$ cat src/rtl/video_timing_pal_if.sv
// video_timing_pal_if: raster, host register and RGB signals of the video timing/palette block
interface video_timing_pal_if #(parameter int CW = 9);
    logic          pix_ce;
    logic [CW-1:0] pix_x;
    logic [CW-1:0] pix_y;
    logic          active;
    logic [4:0]    pix_index;
    logic [2:0]    host_addr;
    logic          host_wren;
    logic          host_rden;
    logic [7:0]    host_wdata;
    logic [7:0]    host_rdata;
    logic          host_nmi;
    logic          vid_hsync;
    logic          vid_vsync;
    logic          vid_blank;
    logic [7:0]    vid_red;
    logic [7:0]    vid_green;
    logic [7:0]    vid_blue;
    modport master (
        input  pix_ce, pix_x, pix_y, active, host_rdata, host_nmi,
               vid_hsync, vid_vsync, vid_blank, vid_red, vid_green, vid_blue,
        output pix_index, host_addr, host_wren, host_rden, host_wdata
    );
    modport slave (
        output pix_ce, pix_x, pix_y, active, host_rdata, host_nmi,
               vid_hsync, vid_vsync, vid_blank, vid_red, vid_green, vid_blue,
        input  pix_index, host_addr, host_wren, host_rden, host_wdata
    );
endinterface

$ cat src/rtl/video_timing_pal.sv
// video_timing_pal: pixel divider, raster counters, vblank/NMI host registers and palette-to-RGB pipeline
module video_timing_pal #(
    parameter int CLK_DIV      = 4,
    parameter int CW           = 9,
    parameter int H_ACTIVE     = 256,
    parameter int H_SYNC_START = 275,
    parameter int H_SYNC_END   = 300,
    parameter int H_TOTAL      = 341,
    parameter int V_ACTIVE     = 240,
    parameter int V_SYNC_START = 242,
    parameter int V_SYNC_END   = 244,
    parameter int V_TOTAL      = 262
) (
    input logic clk,
    input logic rst,
    video_timing_pal_if.slave bus
);
    localparam int DW = $clog2(CLK_DIV);
    localparam logic [23:0] ROM [64] = '{
        24'h666666, 24'h002A88, 24'h1412A7, 24'h3B00A4, 24'h5C007E, 24'h6E0040, 24'h6C0600, 24'h561D00,
        24'h333500, 24'h0B4800, 24'h005200, 24'h004F08, 24'h00404D, 24'h000000, 24'h000000, 24'h000000,
        24'hADADAD, 24'h155FD9, 24'h4240FF, 24'h7527FE, 24'hA01ACC, 24'hB71E7B, 24'hB53120, 24'h994E00,
        24'h6B6D00, 24'h388700, 24'h0C9300, 24'h008F32, 24'h007C8D, 24'h000000, 24'h000000, 24'h000000,
        24'hFFFEFF, 24'h64B0FF, 24'h9290FF, 24'hC676FF, 24'hF36AFF, 24'hFE6ECC, 24'hFE8170, 24'hEA9E22,
        24'hBCBE00, 24'h88D800, 24'h5CE430, 24'h45E082, 24'h48CDDE, 24'h4F4F4F, 24'h000000, 24'h000000,
        24'hFFFEFF, 24'hC0DFFF, 24'hD3D2FF, 24'hE8C8FF, 24'hFBC2FF, 24'hFEC4EA, 24'hFECCC5, 24'hF7D8A5,
        24'hE4E594, 24'hCFEF96, 24'hBDF4AB, 24'hB3F3CC, 24'hB5EBF2, 24'hB8B8B8, 24'h000000, 24'h000000
    };
    logic [DW-1:0] div;
    logic [CW-1:0] x, y;
    logic [7:0]    ctrl, ctrl_next, rdata;
    logic [4:0]    ptr;
    logic [5:0]    pal [32];
    logic [5:0]    pal_q;
    logic [23:0]   rgb;
    logic vblank, nmi, s1_blank, s1_hs, s1_vs, blank, hs, vs;
    logic pce, x_end, y_end, vis, in_hs, in_vs, rd, wr, status_rd, pdata_acc, vb_set, vb_clr, vb_next;
    // entries 0x10/0x14/0x18/0x1C share storage with 0x00/0x04/0x08/0x0C
    function automatic logic [4:0] mirror(input logic [4:0] a);
        return (a[4] && a[1:0] == 2'b00) ? {1'b0, a[3:0]} : a;
    endfunction
    assign pce       = div == DW'(CLK_DIV - 1);
    assign x_end     = x == CW'(H_TOTAL - 1);
    assign y_end     = y == CW'(V_TOTAL - 1);
    assign vis       = x < CW'(H_ACTIVE) && y < CW'(V_ACTIVE);
    assign in_hs     = x >= CW'(H_SYNC_START) && x <= CW'(H_SYNC_END);
    assign in_vs     = y >= CW'(V_SYNC_START) && y <= CW'(V_SYNC_END);
    assign wr        = bus.host_wren;
    assign rd        = bus.host_rden && !bus.host_wren;
    assign status_rd = rd && bus.host_addr == 3'd2;
    assign pdata_acc = (wr || rd) && bus.host_addr == 3'd7;
    assign vb_set    = pce && x == '0 && y == CW'(V_ACTIVE + 1);
    assign vb_clr    = pce && x == '0 && y == CW'(V_TOTAL - 1);
    // a set event wins over a simultaneous STATUS read, which still returns the old flag
    assign vb_next   = vb_set || (vblank && !vb_clr && !status_rd);
    assign ctrl_next = (wr && bus.host_addr == 3'd0) ? bus.host_wdata : ctrl;
    always_ff @(posedge clk) begin
        if (rst) begin
            div      <= '0;
            x        <= '0;
            y        <= '0;
            vblank   <= 1'b0;
            ctrl     <= '0;
            ptr      <= '0;
            nmi      <= 1'b0;
            rdata    <= '0;
            s1_blank <= 1'b0;
            s1_hs    <= 1'b1;
            s1_vs    <= 1'b1;
            blank    <= 1'b0;
            hs       <= 1'b1;
            vs       <= 1'b1;
            rgb      <= '0;
        end else begin
            div <= pce ? '0 : div + 1'b1;
            if (pce) begin
                x <= x_end ? '0 : x + 1'b1;
                if (x_end) y <= y_end ? '0 : y + 1'b1;
                s1_blank <= vis;
                s1_hs    <= ~in_hs;
                s1_vs    <= ~in_vs;
                blank    <= s1_blank;
                hs       <= s1_hs;
                vs       <= s1_vs;
                rgb      <= s1_blank ? ROM[pal_q] : '0;
            end
            vblank <= vb_next;
            ctrl   <= ctrl_next;
            nmi    <= vb_next && ctrl_next[7];
            if (wr && bus.host_addr == 3'd6) ptr <= bus.host_wdata[4:0];
            else if (pdata_acc) ptr <= ptr + 1'b1;
            if (rd) rdata <= status_rd ? {vblank, 7'b0} :
                             bus.host_addr == 3'd7 ? {2'b00, pal[mirror(ptr)]} : 8'h00;
        end
    end
    // palette storage survives reset; the pixel read sees the value before a same-cycle host write
    always_ff @(posedge clk) begin
        if (!rst && wr && bus.host_addr == 3'd7) pal[mirror(ptr)] <= bus.host_wdata[5:0];
        if (pce) pal_q <= pal[mirror(bus.pix_index)];
    end
    assign bus.pix_ce     = pce;
    assign bus.pix_x      = x;
    assign bus.pix_y      = y;
    assign bus.active     = vis;
    assign bus.host_rdata = rdata;
    assign bus.host_nmi   = nmi;
    assign bus.vid_hsync  = hs;
    assign bus.vid_vsync  = vs;
    assign bus.vid_blank  = blank;
    assign bus.vid_red    = rgb[23:16];
    assign bus.vid_green  = rgb[15:8];
    assign bus.vid_blue   = rgb[7:0];
endmodule

$ cat src/flat_wrapper.sv
// flat-port wrapper written by rule: the top's interface ports become plain ports
module video_timing_pal_flat 
#(
    parameter int CLK_DIV      = 4,
    parameter int CW           = 9,
    parameter int H_ACTIVE     = 256,
    parameter int H_SYNC_START = 275,
    parameter int H_SYNC_END   = 300,
    parameter int H_TOTAL      = 341,
    parameter int V_ACTIVE     = 240,
    parameter int V_SYNC_START = 242,
    parameter int V_SYNC_END   = 244,
    parameter int V_TOTAL      = 262
)
  (clk, rst, bus_pix_ce, bus_pix_x, bus_pix_y, bus_active, bus_host_rdata, bus_host_nmi, bus_vid_hsync, bus_vid_vsync, bus_vid_blank, bus_vid_red, bus_vid_green, bus_vid_blue, bus_pix_index, bus_host_addr, bus_host_wren, bus_host_rden, bus_host_wdata);
  video_timing_pal_if #(.CW(CW)) bus_i ();
  input logic clk;
  input logic rst;
  output wire logic [$bits(bus_i.pix_ce)-1:0] bus_pix_ce;
  output wire logic [$bits(bus_i.pix_x)-1:0] bus_pix_x;
  output wire logic [$bits(bus_i.pix_y)-1:0] bus_pix_y;
  output wire logic [$bits(bus_i.active)-1:0] bus_active;
  output wire logic [$bits(bus_i.host_rdata)-1:0] bus_host_rdata;
  output wire logic [$bits(bus_i.host_nmi)-1:0] bus_host_nmi;
  output wire logic [$bits(bus_i.vid_hsync)-1:0] bus_vid_hsync;
  output wire logic [$bits(bus_i.vid_vsync)-1:0] bus_vid_vsync;
  output wire logic [$bits(bus_i.vid_blank)-1:0] bus_vid_blank;
  output wire logic [$bits(bus_i.vid_red)-1:0] bus_vid_red;
  output wire logic [$bits(bus_i.vid_green)-1:0] bus_vid_green;
  output wire logic [$bits(bus_i.vid_blue)-1:0] bus_vid_blue;
  input wire logic [$bits(bus_i.pix_index)-1:0] bus_pix_index;
  input wire logic [$bits(bus_i.host_addr)-1:0] bus_host_addr;
  input wire logic [$bits(bus_i.host_wren)-1:0] bus_host_wren;
  input wire logic [$bits(bus_i.host_rden)-1:0] bus_host_rden;
  input wire logic [$bits(bus_i.host_wdata)-1:0] bus_host_wdata;
  assign bus_pix_ce = bus_i.pix_ce;
  assign bus_pix_x = bus_i.pix_x;
  assign bus_pix_y = bus_i.pix_y;
  assign bus_active = bus_i.active;
  assign bus_host_rdata = bus_i.host_rdata;
  assign bus_host_nmi = bus_i.host_nmi;
  assign bus_vid_hsync = bus_i.vid_hsync;
  assign bus_vid_vsync = bus_i.vid_vsync;
  assign bus_vid_blank = bus_i.vid_blank;
  assign bus_vid_red = bus_i.vid_red;
  assign bus_vid_green = bus_i.vid_green;
  assign bus_vid_blue = bus_i.vid_blue;
  assign bus_i.pix_index = bus_pix_index;
  assign bus_i.host_addr = bus_host_addr;
  assign bus_i.host_wren = bus_host_wren;
  assign bus_i.host_rden = bus_host_rden;
  assign bus_i.host_wdata = bus_host_wdata;
  video_timing_pal #(.CLK_DIV(CLK_DIV), .CW(CW), .H_ACTIVE(H_ACTIVE), .H_SYNC_START(H_SYNC_START), .H_SYNC_END(H_SYNC_END), .H_TOTAL(H_TOTAL), .V_ACTIVE(V_ACTIVE), .V_SYNC_START(V_SYNC_START), .V_SYNC_END(V_SYNC_END), .V_TOTAL(V_TOTAL)) u_core (.clk(clk), .rst(rst), .bus(bus_i));
endmodule
$ cat config.mk
export PLATFORM = sky130hd
export DESIGN_NAME = video_timing_pal_flat
export DESIGN_NICKNAME = d
export VERILOG_FILES = /design/src/rtl/video_timing_pal_if.sv /design/src/rtl/video_timing_pal.sv /design/src/flat_wrapper.sv
export SDC_FILE = /design/constraint.sdc
export NUM_CORES = 1
export LEC_CHECK = 0
export BUFFER_PORTS_ARGS = -buffer_cell sky130_fd_sc_hd__clkbuf_2
export CAP_MARGIN = 0
export CORE_ASPECT_RATIO = 1.75
export CORE_MARGIN = 2
export CORE_UTILIZATION = 62
export CTS_CLUSTER_SIZE = 16
export DETAILED_ROUTE_END_ITERATION = 16
export GPL_TIMING_DRIVEN = 0
export PLACE_DENSITY = 0.91
export SLEW_MARGIN = 0
export SYNTH_ARGS = -nofsm -noshare
export SYNTH_HDL_FRONTEND = slang
export SYNTH_SLANG_ARGS = --single-unit
$ cat constraint.sdc
create_clock -name clk -period 3.15 [get_ports clk]
set_input_delay 0.63 -clock clk [delete_from_list [all_inputs] [get_ports clk]]
set_output_delay 0.63 -clock clk [all_outputs]
set_load 0.02 [all_outputs]
-- Word-level counts from Yosys, hierarchy flattened
Memory sizes are Yosys's and may differ from the RTL's. A register that Yosys moved wholly into a read port is not among the register bits.
Index checks and enable logic that the tools add are counted.
- ROM bits: 1536
- register bits after elaboration: 73
- bits in writable memories: 192
- memories: 2
- reductions and logical operators: 31
- add/subtract/negate cells: 4
- bitwise operators: 3
- muxes and demuxes: 14
- equal/unequal tests: 7
- order comparisons: 7
- memories (name ; depth ; width ; read ports ; clocked after Yosys merged registers in ; write ports ; line ; RTL):
    (no name shown) ; 64 ; 24 ; 1 ; 0 ; 0 ; video_timing_pal.sv:85 ; rgb <= s1_blank ? ROM[pal_q] : '0;
    u_core.pal ; 32 ; 6 ; 2 ; 1 ; 1 ; video_timing_pal.sv:33 ; logic [5:0] pal [32];
- operator list (cell ; number):
    $mux 24 ; 3
    $mux 5 ; 4
    $add 9x1->9 const B ; 2
    $eq 9x9->1 const B ; 2
    $logic_and 1x1->1 ; 18
    $mux 9 ; 2
    $mux 8 ; 2
    $eq 9x8->1 const B ; 1
    $ge 9x8->1 const B ; 1
    $ge 9x9->1 const B ; 1
    $le 9x8->1 const B ; 1
    $le 9x9->1 const B ; 1
    $logic_not 9->1 ; 1
    $lt 9x8->1 const B ; 1
    $lt 9x9->1 const B ; 1
    $ge 7x7->1 const B ; 1
    $not 6->7 ; 1
    $eq 3x3->1 const B ; 2
    $mux 6 ; 1
    $add 5x1->5 const B ; 1
    $logic_not 1->1 ; 4
    $logic_not 2->1 ; 2
    $eq 3x2->1 const B ; 1
    $logic_not 3->1 ; 1
    8 further kinds ; 11

-- Longest topological paths before layout
- word-level depth: 8
- gate-level depth with buffers: 11
- gate-level depth less buffers: 7

-- Worst setup path after synthesis
Ideal clock, no wire load.
- kind: reg2reg
- start point: register u_core.ptr[1]
- end point: memory u_core.pal[21][0], enable pin
- period minus slack after synthesis: 2.641 ns
- required time: 2.800 ns
- arrival time: 2.292 ns
- cell stages (with the launch flop): 10
- path slack: 0.509 ns
- cells stage by stage: dfxtp_1 > clkbuf_1 > buf_2 > buf_2 > inv_1 > ha_1 > nand2b_1 > clkbuf_1 > or2_2 > nor2_1
- word-level cells in the longest chain between the ends: 3
- ends and longest elaborated chain (item ; line ; RTL):
    from (decl) ; video_timing_pal.sv:32 ; logic [4:0] ptr;
    from (signal assigned) ; video_timing_pal.sv:90 ; if (wr && bus.host_addr == 3'd6) ptr <= bus.host_wdata[4:0];
    from (signal assigned) ; video_timing_pal.sv:91 ; else if (pdata_acc) ptr <= ptr + 1'b1;
    $logic_not 2->1 ; video_timing_pal.sv:40 ; return (a[4] && a[1:0] == 2'b00) ? {1'b0, a[3:0]} : a;
    $logic_and 1x1->1 ; video_timing_pal.sv:40 ;
    $mux 5 (*) ; video_timing_pal.sv:40 ;
    to (decl) ; video_timing_pal.sv:33 ;
Every way passes the cells marked *; elsewhere a longest branch is shown, timed or not.

-- Worst setup path after layout
- start point: register u_core.ptr[1]
- end point: register u_core.rdata[5], in the netlist u_core.bus.host_rdata[5]
- word-level cells in the longest chain between the ends: 6
- ends and longest elaborated chain (item ; line ; RTL):
    $logic_not 2->1 ; video_timing_pal.sv:40 ;
    $logic_and 1x1->1 ; video_timing_pal.sv:40 ;
    $mux 5 (*) ; video_timing_pal.sv:40 ;
    $mem_v2 32x6 (*) ; n/a ;
    $mux 6 (*) ; video_timing_pal.sv:93 ; bus.host_addr == 3'd7 ? {2'b00, pal[mirror(ptr)]} : 8'h00;
    $mux 8 (*) ; video_timing_pal.sv:92 ; if (rd) rdata <= status_rd ? {vblank, 7'b0} :
    to (signal assigned) ; video_timing_pal.sv:92 ;
    to (decl) ; video_timing_pal.sv:31 ; logic [7:0] ctrl, ctrl_next, rdata;
Marked as above.
A chain may end at the register's enable or synchronous reset.

==> flow_summary.ini <==
[status]
status = completed

[clock_network]
cts-root-buf = clkbuf_16
clkLatencyLatePin_ps = 560
cts_inserted_buffers = 24
clk_pin_slew_ps = 70
hold_buffers = 0
cts.sinks = 263
cts_max_level = 1
postCtsSetupRepairBufs = 0
cts.path.max_buffers = 3
cts_tree = yes
ctsResizeCount = 26

[synthesis]
synth-edff-count = 198
yosys_warnings = 0
synth_cell_types = 71
synthAdderAreaFrac_pct = 2.093
ys_seq_area_share_pct = 52.72
synth-simple-area-share_pct = 11.32
synth_top_family_by_area = multiplexers
synth_area_leaders = edfxtp_1 43%, mux4_2 13%, dfxtp_1 9.5%
synth_flop_cell = edfxtp_1
synth_top_cell_area_share_pct = 43.25
synth_compound_area_share_pct = 13.14
yosysMostFrequentCell = edfxtp_1
synth_seq_cells = 263
synth_area_leader_cell = edfxtp_1
muxShareOfSynthArea_pct = 16.08
synth_common_cells = 198 x edfxtp_1, 99 x nand2_1, 89 x nor2_1, 80 x mux4_2, 65 x dfxtp_1
syn_avg_cell_area_um2 = 12.35
synth_xor_area_share_pct = 0.9557
synthArstFlopShare_pct = 0
synth_area_mm2 = 0.01375
syn_inst = 1113

[floorplan]
start_util_pct = 62.54
die_area_mm2 = 0.02343
row_count = 72
die_w_um = 116.6
design.core.area_mm2 = 0.02198
die_h_um = 201.0
io_pins = 76

[timing]
finalHoldViolCount = 0
setup_viol = 0
period_needed_ps = 3148
period_share_pct = 99.93
fmax_mhz = 317.7
hold_ws_ps = 412.9
max_slew_margin_pct = 32.59
tightest_slew_ps = 997.6
rsz0062_at_grt = no
finClkSkew_ps = 10.12
drv_slew = 0

[global_routing]
grt_antenna_before_repair = 1
grt_pass1_vias = 11360
grt-ovfl-total = 0
grt_pass1_wl_mm = 74.47
grt_max_degree = 34
grt.total_usage_pct = 44.89

[flow_run]
cap_viol_max_count = 0

[pwr]
p_sw_w = 0.002019
p_comb_share_pct = 11.4
p_clk_share_pct = 40.4
intPower_w = 0.005867
total_power_w = 0.007886
p_leak_nw = 5.295
switching_share_pct = 25.61
power.density_mw_per_mm2 = 508.8
peakVddDrop_uv = 647.2
p_seq_share_pct = 48.2

[setup_path]
crit_type = reg2reg
critPathCaptureType = register
crit_required_ps = 3600
setup.worst_path.start_class = register
cp_slowest_cell = dfxtp_1
max_stage_delay_ps = 400
cp_max_fo = 19
crit_top_cell = clkbuf_2
arrival_ps = 3600
crit_path_cell_trace = clkbuf_2 > buf_6 > inv_1 > ha_1 > nand2b_1 > clkbuf_2 > a32o_1 > a221oi_1 > a31oi_1 > a21o_1

[layout]
areaGrowthSynthToFinish_pct = 12.74
fin_cells = 1545
nets = 1275
fin_util_pct = 70.51
layout-drive-gt1-share_pct = 21.46
n_antenna_cell = 0
fin_area_mm2 = 0.01550

[placement]
hpwl_mm = 36.15
dpl.cell_count = 1505
place.gp.congestion = 1.084
place_area_mm2 = 0.01457
io_buffers = 72

[hold_path]
hp-class = in2reg

[drt]
ant_nets = 0
wl_per_cell_um = 33.31
dr.first_iter.drc_count = 1760
drc = 0
wirelength_mm = 51.47
viasPerCell = 7.373
drt_pass1_iterations = 7
num_vias = 11390
-- layer usage --
layer	routed length, um	GRT usage (%)
met1	14640	46.13
met2	25650	73.46
met3	5334	12.05
met4	5830	38.61
met5	16	0.8889
-- cells in the final DEF, fill, tap and decap left out, drive strengths merged, types with 12 or more instances in the layout --
cell type,netlist,layout
a211oi,21,21
a21oi,50,50
a22oi,15,15
a31oi,18,18
buf,38,36
clkbuf,48,147
conb,1,25
dfxtp,65,65
edfxtp,198,198
ha,23,23
inv,22,23
mux2i,18,18
mux4,87,87
nand2,99,99
nand2b,23,23
nand3,23,23
nor2,89,89
nor2b,15,15
nor3,20,20
o21ai,59,59
o31ai,12,12
-- state kept, by name (all words and copies together), names as in the netlist --
| signal | flops |
|---|---|
| u_core.bus.pix_y | 9 |
| u_core.pal_q | 6 |
| u_core.bus.vid_hsync | 1 |
| u_core.bus.vid_vsync | 1 |
| u_core.rgb | 24 |
| u_core.s1_hs | 1 |
| u_core.s1_vs | 1 |
| u_core.s1_blank | 1 |
| u_core.pal | 192 |
| u_core.bus.pix_x | 9 |
| u_core.bus.host_rdata | 7 |
| u_core.bus.vid_blank | 1 |
| u_core.vblank | 1 |
| u_core.bus.host_nmi | 1 |
| u_core.div | 2 |
| u_core.ptr | 5 |
| u_core.ctrl | 1 |
-- layout make-up --
cell class	instances	area, um2
fillers	1541	6482
plain buffers	83	415.4
multi-input cells	765	6182
flip-flops and latches	263	7247
repair buffers	72	360.3
well taps	296	370.4
inverters	23	86.33
clock inverters	15	200.2
clock buffers	28	636.9
-- cells by family after synthesis --
| logic type | count (synthesis) |
|---|---|
| AO/OA/AOI/OAI | 269 |
| XOR/XNOR | 15 |
| adder cells (fa/ha/maj) | 23 |
| buffers and inverters | 109 |
| flip-flops | 263 |
| multiplexers | 109 |
| other | 1 |
| AND/OR/NAND/NOR | 324 |
-- worst max-delay path, delay by kind of cell, from the launching register on --
kind,cells,cell delay [ps]
adder cells (fa/ha/maj),1,250
AO/OA/AOI/OAI,4,1000
buffers and inverters,4,1050
flip-flops,1,400
AND/OR/NAND/NOR,1,330
-- metrics by stage --
stage	TNS, ps	setup WS (ps)
after floorplan	0	508.6
after global placement	-53330	-601.5
after detailed placement	-53280	-589.6
after CTS	0	5.192
after global routing	0	22.65
final	0	2.298
-- power groups by stage --
stage               registers [W]  clock network, W  logic, W
finish                    0.00380           0.00319  0.000898
CTS                       0.00380           0.00315  0.000837
detailed placement        0.00387                 0  0.000829
global placement          0.00387                 0  0.000830
floorplan                 0.00387                 0  0.000511
global route              0.00380           0.00326  0.000920
-- path summary, 6_finish.rpt --
kind,from,to,slack (ps),cells past startpoint
max reg2reg,u_core.ptr[1],u_core.bus.host_rdata[5],2,10
max,u_core.ptr[1],u_core.bus.host_rdata[5],2,10
min reg2reg,u_core.div[0],u_core.div[0],430,1
min,bus_host_wdata[7],u_core.ctrl[7],410,3
Note: power is estimated with default switching activity, not from simulation.
